--- src/rtl/ring_pkg.sv ---
// Shared types and widths for the ring-counter decoder.
package ring_pkg;

    localparam int RING_W    = 4;
    localparam int ERR_CNT_W = 8;

    typedef enum logic [1:0] {
        SEARCH = 2'd0,
        TRACK  = 2'd1,
        LOCKED = 2'd2
    } ring_state_e;

    // Next code a healthy ring counter should present after 'prev'.
    function automatic logic [RING_W-1:0] ring_next(input logic [RING_W-1:0] prev);
        return {prev[RING_W-2:0], prev[RING_W-1]};
    endfunction

endpackage

--- src/rtl/ring_onehot_enc.sv ---
// Combinational legality check (exactly one bit set) and binary encode of the set bit.
module ring_onehot_enc
    import ring_pkg::*;
(
    input  logic [RING_W-1:0] ring_in,
    output logic              legal,
    output logic [1:0]        idx
);

    always_comb begin
        legal = 1'b1;
        idx   = 2'd0;
        case (ring_in)
            4'b0001: idx = 2'd0;
            4'b0010: idx = 2'd1;
            4'b0100: idx = 2'd2;
            4'b1000: idx = 2'd3;
            default: legal = 1'b0;
        endcase
    end

endmodule

--- src/rtl/ring_decoder4bit.sv ---
// Ring-counter sequence monitor: tracks a rotating one-hot code, declares lock
// after LOCK_CNT correct steps and pulses/counts sequence faults while locked.
module ring_decoder4bit
    import ring_pkg::*;
#(
    parameter int LOCK_CNT = 4
) (
    input  logic                 clk,
    input  logic                 reset,
    input  logic [RING_W-1:0]    ring_in,
    input  logic                 sample_en,
    output logic [1:0]           index,
    output logic                 onehot_ok,
    output logic                 locked,
    output logic                 step_err,
    output logic [ERR_CNT_W-1:0] err_count
);

    localparam logic [3:0]           LOCK_TGT = 4'(LOCK_CNT);
    localparam logic [ERR_CNT_W-1:0] ERR_MAX  = '1;

    logic              legal;
    logic [1:0]        enc_idx;

    ring_state_e       state_q, state_d;
    logic [3:0]        good_cnt_q, good_cnt_d;
    logic [RING_W-1:0] ref_q, ref_d;
    logic              fault;

    logic [1:0]           index_q, index_d;
    logic                 onehot_ok_q, onehot_ok_d;
    logic                 locked_q, locked_d;
    logic                 step_err_q, step_err_d;
    logic [ERR_CNT_W-1:0] err_count_q, err_count_d;

    ring_onehot_enc u_enc (
        .ring_in (ring_in),
        .legal   (legal),
        .idx     (enc_idx)
    );

    always_comb begin
        state_d    = state_q;
        good_cnt_d = good_cnt_q;
        ref_d      = ref_q;
        fault      = 1'b0;
        if (sample_en) begin
            case (state_q)
                SEARCH: begin
                    if (legal) begin
                        state_d    = TRACK;
                        good_cnt_d = 4'd0;
                        ref_d      = ring_in;
                    end
                end
                TRACK: begin
                    if (!legal) begin
                        state_d    = SEARCH;
                        good_cnt_d = 4'd0;
                    end else if (ring_in == ring_next(ref_q)) begin
                        good_cnt_d = good_cnt_q + 4'd1;
                        ref_d      = ring_in;
                        if (good_cnt_q + 4'd1 == LOCK_TGT)
                            state_d = LOCKED;
                    end else begin
                        // Unexpected but legal: restart the count from this code.
                        good_cnt_d = 4'd0;
                        ref_d      = ring_in;
                    end
                end
                LOCKED: begin
                    if (!legal) begin
                        fault      = 1'b1;
                        state_d    = SEARCH;
                        good_cnt_d = 4'd0;
                    end else if (ring_in == ring_next(ref_q)) begin
                        ref_d = ring_in;
                    end else begin
                        fault      = 1'b1;
                        state_d    = TRACK;
                        good_cnt_d = 4'd0;
                        ref_d      = ring_in;
                    end
                end
                default: begin
                    state_d    = SEARCH;
                    good_cnt_d = 4'd0;
                end
            endcase
        end
    end

    always_ff @(posedge clk or posedge reset) begin
        if (reset) begin
            state_q    <= SEARCH;
            good_cnt_q <= 4'd0;
            ref_q      <= '0;
        end else begin
            state_q    <= state_d;
            good_cnt_q <= good_cnt_d;
            ref_q      <= ref_d;
        end
    end

    // step_err is a true one-cycle pulse; the other outputs hold when not sampling.
    always_comb begin
        index_d     = (sample_en && legal) ? enc_idx : index_q;
        onehot_ok_d = sample_en ? legal : onehot_ok_q;
        locked_d    = (state_d == LOCKED);
        step_err_d  = fault;
    end

    always_ff @(posedge clk or posedge reset) begin
        if (reset) begin
            index_q     <= 2'd0;
            onehot_ok_q <= 1'b0;
            locked_q    <= 1'b0;
            step_err_q  <= 1'b0;
        end else begin
            index_q     <= index_d;
            onehot_ok_q <= onehot_ok_d;
            locked_q    <= locked_d;
            step_err_q  <= step_err_d;
        end
    end

    always_comb begin
        err_count_d = err_count_q;
        if (fault && err_count_q != ERR_MAX)
            err_count_d = err_count_q + 1'b1;
    end

    always_ff @(posedge clk or posedge reset) begin
        if (reset)
            err_count_q <= '0;
        else
            err_count_q <= err_count_d;
    end

    assign index     = index_q;
    assign onehot_ok = onehot_ok_q;
    assign locked    = locked_q;
    assign step_err  = step_err_q;
    assign err_count = err_count_q;

endmodule

--- config.mk ---
export PLATFORM = sky130hd
export DESIGN_NAME = ring_decoder4bit
export DESIGN_NICKNAME = d
export VERILOG_FILES = /design/src/rtl/ring_pkg.sv /design/src/rtl/ring_onehot_enc.sv /design/src/rtl/ring_decoder4bit.sv
export SDC_FILE = /design/constraint.sdc
export NUM_CORES = 1
export LEC_CHECK = 0
export CAP_MARGIN = 20
export CELL_PAD_IN_SITES_DETAIL_PLACEMENT = 1
export CELL_PAD_IN_SITES_GLOBAL_PLACEMENT = 2
export CORE_ASPECT_RATIO = 0.6
export CORE_MARGIN = 5
export CORE_UTILIZATION = 30
export DETAILED_ROUTE_END_ITERATION = 16
export PLACE_DENSITY = 0.79
export SLEW_MARGIN = 10
export SYNTH_ARGS = -nofsm -noshare
export SYNTH_HDL_FRONTEND = slang
export SYNTH_SLANG_ARGS = --single-unit
--- constraint.sdc ---
create_clock -name clk -period 1.6 [get_ports clk]
set_input_delay 0.4 -clock clk [delete_from_list [all_inputs] [get_ports clk]]
set_output_delay 0.4 -clock clk [all_outputs]
set_load 0.05 [all_outputs]
Word-level counts from Yosys, hierarchy flattened
Cells that the tools add are included.
- divide/modulo/power cells: 0
- add/subtract/negate cells: 2
- bitwise operators: 0
- equal/unequal tests: 12
- reduce and logical (&&, ||, !) cells: 7
- order comparisons: 0
- shifts and indexed selects: 0
- multipliers: 0
- muxes and demuxes: 20
- operator list (cell ; number):
    4-bit 2-to-1 mux ; 5
    2-bit 2-to-1 mux ; 7
    2-bit one-hot mux with 3 select lines ; 2
    4-bit one-hot mux with 3 select lines ; 1
    8-bit by 1-bit adder with 8-bit output, second input constant ; 1
    4-bit by 3-bit equality test with 1-bit output, second input constant ; 2
    8-bit inequality test, second input constant ; 1
    3-bit AND reduction ; 2
    1-bit 2-to-1 mux ; 5
    4-bit by 1-bit adder with 4-bit output, second input constant ; 1
    2-bit equality test, second input constant ; 2
    4-bit by 1-bit equality test with 1-bit output, second input constant ; 1
    4-bit by 2-bit equality test with 1-bit output, second input constant ; 1
    4-bit equality test ; 1
    4-bit equality test, second input constant ; 1
    4-bit OR reduction ; 1
    3-bit inequality test, second input constant ; 1
    3-bit OR reduction ; 1
    2-bit by 1-bit equality test with 1-bit output, second input constant ; 1
    1-bit logical AND ; 2
    2-bit logical NOT ; 1
    2-bit inequality test, second input constant ; 1
- memories kept: 0
- latch bits: 0
- memory bits (writable): 0
- ROM bits: 0
- output and inout port bits: 13
- logic and storage cells: 49
- bits in registers: 23
- bits of input ports: 7

Longest topological paths before layout
- word-level depth: 8
- gate-level depth with buffers: 6
- gate-level depth less buffers: 6

Cells and area by module
From an unflattened synthesis, not the netlist that was laid out.
- cell total of the unflattened synthesis: 107
- area, all modules: 1191.1 um^2
- by module, submodules not included (module ; seq. area each (um^2) ; instances ; area an instance (um^2) ; cells an instance):
    ring_decoder4bit ; 575.6 ; 1 ; 1139.8 ; 100
    ring_onehot_enc ; 0.0 ; 1 ; 51.3 ; 7

Least setup slack after synthesis
Ideal clock, no wire load.
- path type: in2reg
- from: input ring_in[2]
- to: register err_count_q[6], in the netlist err_count[6]
- slack: -0.218 ns
- buffers on the path: 1
- setup time: 0.128 ns
- stages: 6
- required time: 1.472 ns
- arrival: 1.690 ns
- cell sequence: buf_4 > nor2b_4 > a221oi_4 > o21ai_1 > nor4_2 > mux2_1
- cells in the longest elaborated chain, start to end: 7
- elaborated cells on any way between the ends: 12
- those cells by class: eq/ne (5); mux (5); reduce/logical (2)
- ends and longest elaborated chain (item ; line ; RTL):
    start, declared ; ring_decoder4bit.sv:10 ; input logic [RING_W-1:0] ring_in,
    4-bit by 1-bit equality test with 1-bit output, or another cell as far along ; ring_onehot_enc.sv:13 ; case (ring_in)
    4-bit OR reduction (no source line) ; - ;
    1-bit 2-to-1 mux ; ring_onehot_enc.sv:13 ;
    1-bit 2-to-1 mux * ; ring_decoder4bit.sv:72 ; if (!legal) begin
    1-bit 2-to-1 mux * ; ring_decoder4bit.sv:48 ; case (state_q)
    1-bit 2-to-1 mux * ; ring_decoder4bit.sv:47 ; if (sample_en) begin
    1-bit logical AND * ; ring_decoder4bit.sv:129 ; if (fault && err_count_q != ERR_MAX)
    end signal, assigned ; ring_decoder4bit.sv:137 ; err_count_q <= err_count_d;
    end, declared ; ring_decoder4bit.sv:34 ; logic [ERR_CNT_W-1:0] err_count_q, err_count_d;
Every way passes the cells marked *; elsewhere a longest branch is shown, timed or not.
A chain may end at the register's enable or synchronous reset.

Final worst setup path
- from: input ring_in[1]
- to: register err_count_q[6], in the netlist err_count[6]
The elaborated chain is that of the path after synthesis.

==> results_dict.tcl <==
set metrics [dict create \
    number_of_antenna_violations_at_the_first_check_in_global_routing 0 \
    area_added_between_synthesis_and_finish_pct 64.1 \
    yosys_most_used_dff "dfrtp_1" \
    worst_slack_ns -0.0599 \
    syn_area_um2 1340 \
    timing.critical_path.slowest_cell_delay_ns 0.30 \
    power.clock.fraction_pct 22.8 \
    die_h_um 61.7 \
    port_buffers 19 \
    crit_family "buffers and inverters" \
    failing_checks "setup timing" \
    grtUsageTotal_pct 15.1 \
    post-route-period-util_pct 104 \
    dieWidth_um 96.2 \
    synthCells 124 \
    internal_power_mw 1.09 \
    maxSlewViolCount 0 \
    leakage_power_total_nw 0.967 \
    fp.coreArea_um2 4210 \
    final_period_minus_worst_setup_slack_ns 1.66 \
    worst_ep_arrival_time_ns 1.81 \
    tightestPinTransition_ns 0.355 \
    run_status "complete, but fails checks" \
    insertion_delay_of_the_later_clocked_pin_in_the_worst_skew_pair_ns 0.26 \
    detailedPlacementHpwl_mm 2.71 \
    grt.overflow.total 0 \
    pre_cts_slack_ns -0.879 \
    grt_setup_unrepaired "true" \
    critical_path.endpoint_type "register" \
    critPathBufInv 3 \
    synth_async_sr_flop_share_pct 100 \
    clk_pin_slew_worst_paths_ns 0.08 \
    detailroute.via_count 1149 \
    nNetsFinal 192 \
    clock_sinks 23 \
    cts_made_buffers 3 \
    timing.critical_path.slowest_stage_cell "mux2_1" \
    path_category_of_the_worst_min_delay_check "primary input to asynchronous set/reset pin" \
    maxCapViolations 0 \
    syn-mean-instance-area_um2 10.8 \
    max-clock-path-buffers 2 \
    p_seq_share_pct 43.5 \
    row_count 18 \
    timing.critical_path.mode_cell "buf_4" \
    synth_seq_cells 23 \
    critical_path.startpoint_type "primary input" \
    clock_tree.root_cell "clkbuf_8" \
    hold_viol_final 0 \
    drive_above_1_share_pct 53.6 \
    timing.fmax_mhz 602 \
    worst_ir_drop_vdd_mv 0.417 \
    antennaDiodeCount 0 \
    design.die.area_um2 5940 \
    path_class "primary input to register" \
    ys_warn_count 0 \
    cp_data_required_time_ns 1.75 \
    max_slew_margin_pct 76.3 \
    critical_path_peak_fanout 4 \
    power-per-cell-area_nw_per_um2 720 \
    number_of_drc_markers_in_iteration_0 25 \
    power_switching_mw 0.487 \
    drc 0 \
    gpl.final_weighted_congestion 0.769 \
    antenna_violating_nets_post_route 0 \
    cts_htree_levels 1 \
    cp_cell_sequence "clkbuf_4 -> buf_4 -> xnor2_2 -> nand4_1 -> buf_4 -> o21ai_4 -> nor4_2 -> mux2_1" \
    grt_pass1_vias 1330 \
    cts_tree "yes" \
    detail_route.wl_per_cell_um 16.2 \
    grt_max_degree 24 \
    synthesis.nets 134 \
    timing.final.setup_violations 10 \
    postRouteWirelength_mm 3.91 \
    num_io_pins 20 \
    cts_hold_buf 0 \
    power.share.switching_pct 30.8 \
    grt_first_pass_wirelength_mm 6.67 \
    floorplan.initialDensity_pct 31.8 \
    drt-pass1-iter-count 4 \
    setup-tns-final_ns -0.231 \
    post_drt_via_cell_ratio 4.77 \
    post-route-util_pct 52.1 \
    fin_worst_skew_ns 0.00538 \
    synth_edf_count 0 \
    synth_seq_area_share_pct 43.0 \
    combinational_fraction_of_design_power_pct 33.7 \
    yosysUniqueCellTypes 44 \
]
==> placed cells by master, fill, tap and decap left out, drive strengths merged, types with 2 or more instances in the layout <==
cell / synthesis / final
o31ai: 2 / 2
nor2b: 3 / 3
ha: 3 / 3
nor3b: 2 / 2
xnor2: 9 / 9
dfrtp: 23 / 23
and4: 2 / 2
xor2: 3 / 3
mux2i: 2 / 2
nand4: 5 / 5
nand2: 11 / 11
nand3: 5 / 5
a211oi: 2 / 2
clkbuf: 2 / 4
inv: 6 / 6
and3: 2 / 2
nor2: 5 / 5
buf: 4 / 56
o21ai: 6 / 6
a31oi: 3 / 3
a21oi: 4 / 4
a221oi: 2 / 2
mux2: 7 / 7
==> worst reg2reg max path, delay by kind of cell (launching register included) <==
family                 cells  cell delay, ns
flip-flops                 1            0.41
multiplexers               1            0.30
AND/OR/NAND/NOR            2            0.29
buffers and inverters      1            0.22
XOR/XNOR                   1            0.19
AO/OA/AOI/OAI              1            0.14
==> repair_timing <==
action	4_1_cts	5_1_grt
gates resized for setup	40	14
setup endpoints to repair	22	19
buffers inserted	9	4
gates cloned	0	0
pin swaps	10	12
==> cell type report <==
type | instances | area, um^2
Timing Repair Buffer | 59 | 638
Tap cell | 60 | 75.1
Inverter | 6 | 22.5
Clock inverter | 1 | 5.00
Sequential cell | 23 | 579
Fill cell | 446 | 2020
Multi-Input combinational cell | 89 | 833
Clock buffer | 3 | 41.3
==> through the flow <==
stage               cells  area, um^2  hold slack (ns)  total power, mW
detailed placement    224        1920            0.519             1.12
global route          241        2190            0.492             1.67
global placement      224        1920            0.511             1.10
floorplan             124        1380            0.402            0.926
CTS                   237        2120            0.487             1.58
finish                241        2190            0.484             1.58
==> cells by family after synthesis <==
logic type	Yosys count	share of synthesized area [%]
muxes	9	7.39
AOI/OAI and AO/OA	23	14.5
and+or+nand+nor	42	19.3
DFF	23	43.0
xor gates and xnor gates	12	8.42
adders and majority gates	3	2.81
buffers and inverters	12	4.58
==> path summary, 6_finish.rpt <==
path / end / startpoint / slack (ns) / cells past startpoint
worst max-delay path: err_count[6] / ring_in[1] / -0.06 / 8
worst min-delay path: err_count[0] / reset / 0.48 / 3
worst max register to register: err_count[6] / ref_q[3] / -0.05 / 6
worst min register to register: ref_q[2] / ref_q[2] / 0.57 / 1
max in group asynchronous: ref_q[1] / reset / 0.86 / 3
min in group clk: ref_q[0] / ring_in[0] / 0.49 / 3
==> sequential cells by signal, indices dropped and copies added (netlist names) <==
register,count
locked,1
onehot_ok,1
state_q,2
step_err,1
err_count,8
ref_q,4
good_cnt_q,4
index,2
==> cell usage after synthesis (2+ instances only) <==
master,number,area (um^2)
dfrtp_1,23,576
nand2_1,11,41.3
xnor2_1,9,78.8
inv_1,6,22.5
mux2_2,6,67.6
nand3_1,5,25.0
nand4_1,5,31.3
nor2_1,5,18.8
a21oi_1,3,15.0
ha_1,3,37.5
o21ai_0,3,15.0
o21ai_1,3,15.0
a211oi_1,2,15.0
a31oi_1,2,12.5
and3_1,2,12.5
and4_1,2,17.5
buf_4,2,15.0
clkbuf_1,2,7.51
mux2i_1,2,20.0
nor2b_1,2,12.5
nor3b_1,2,15.0
xor2_1,2,17.5
==> power by group through the flow <==
| stage | clock network, mW | registers (mW) | logic, mW |
|---|---|---|---|
| after floorplan | 0 | 0.735 | 0.190 |
| final | 0.360 | 0.688 | 0.532 |
| after detailed placement | 0 | 0.685 | 0.432 |
| after CTS | 0.383 | 0.688 | 0.507 |
| after global placement | 0 | 0.679 | 0.420 |
| after global routing | 0.408 | 0.694 | 0.573 |
==> routing by layer <==
metal  routed length (um)  GRT usage (%)  up-vias
met5                    0              0        -
li1                     -              -      560
met4                   49           3.85        0
met1                 1740           18.5      568
met3                   99           3.37        6
met2                 2030           27.4       15
(Power assumes the default switching activity.)
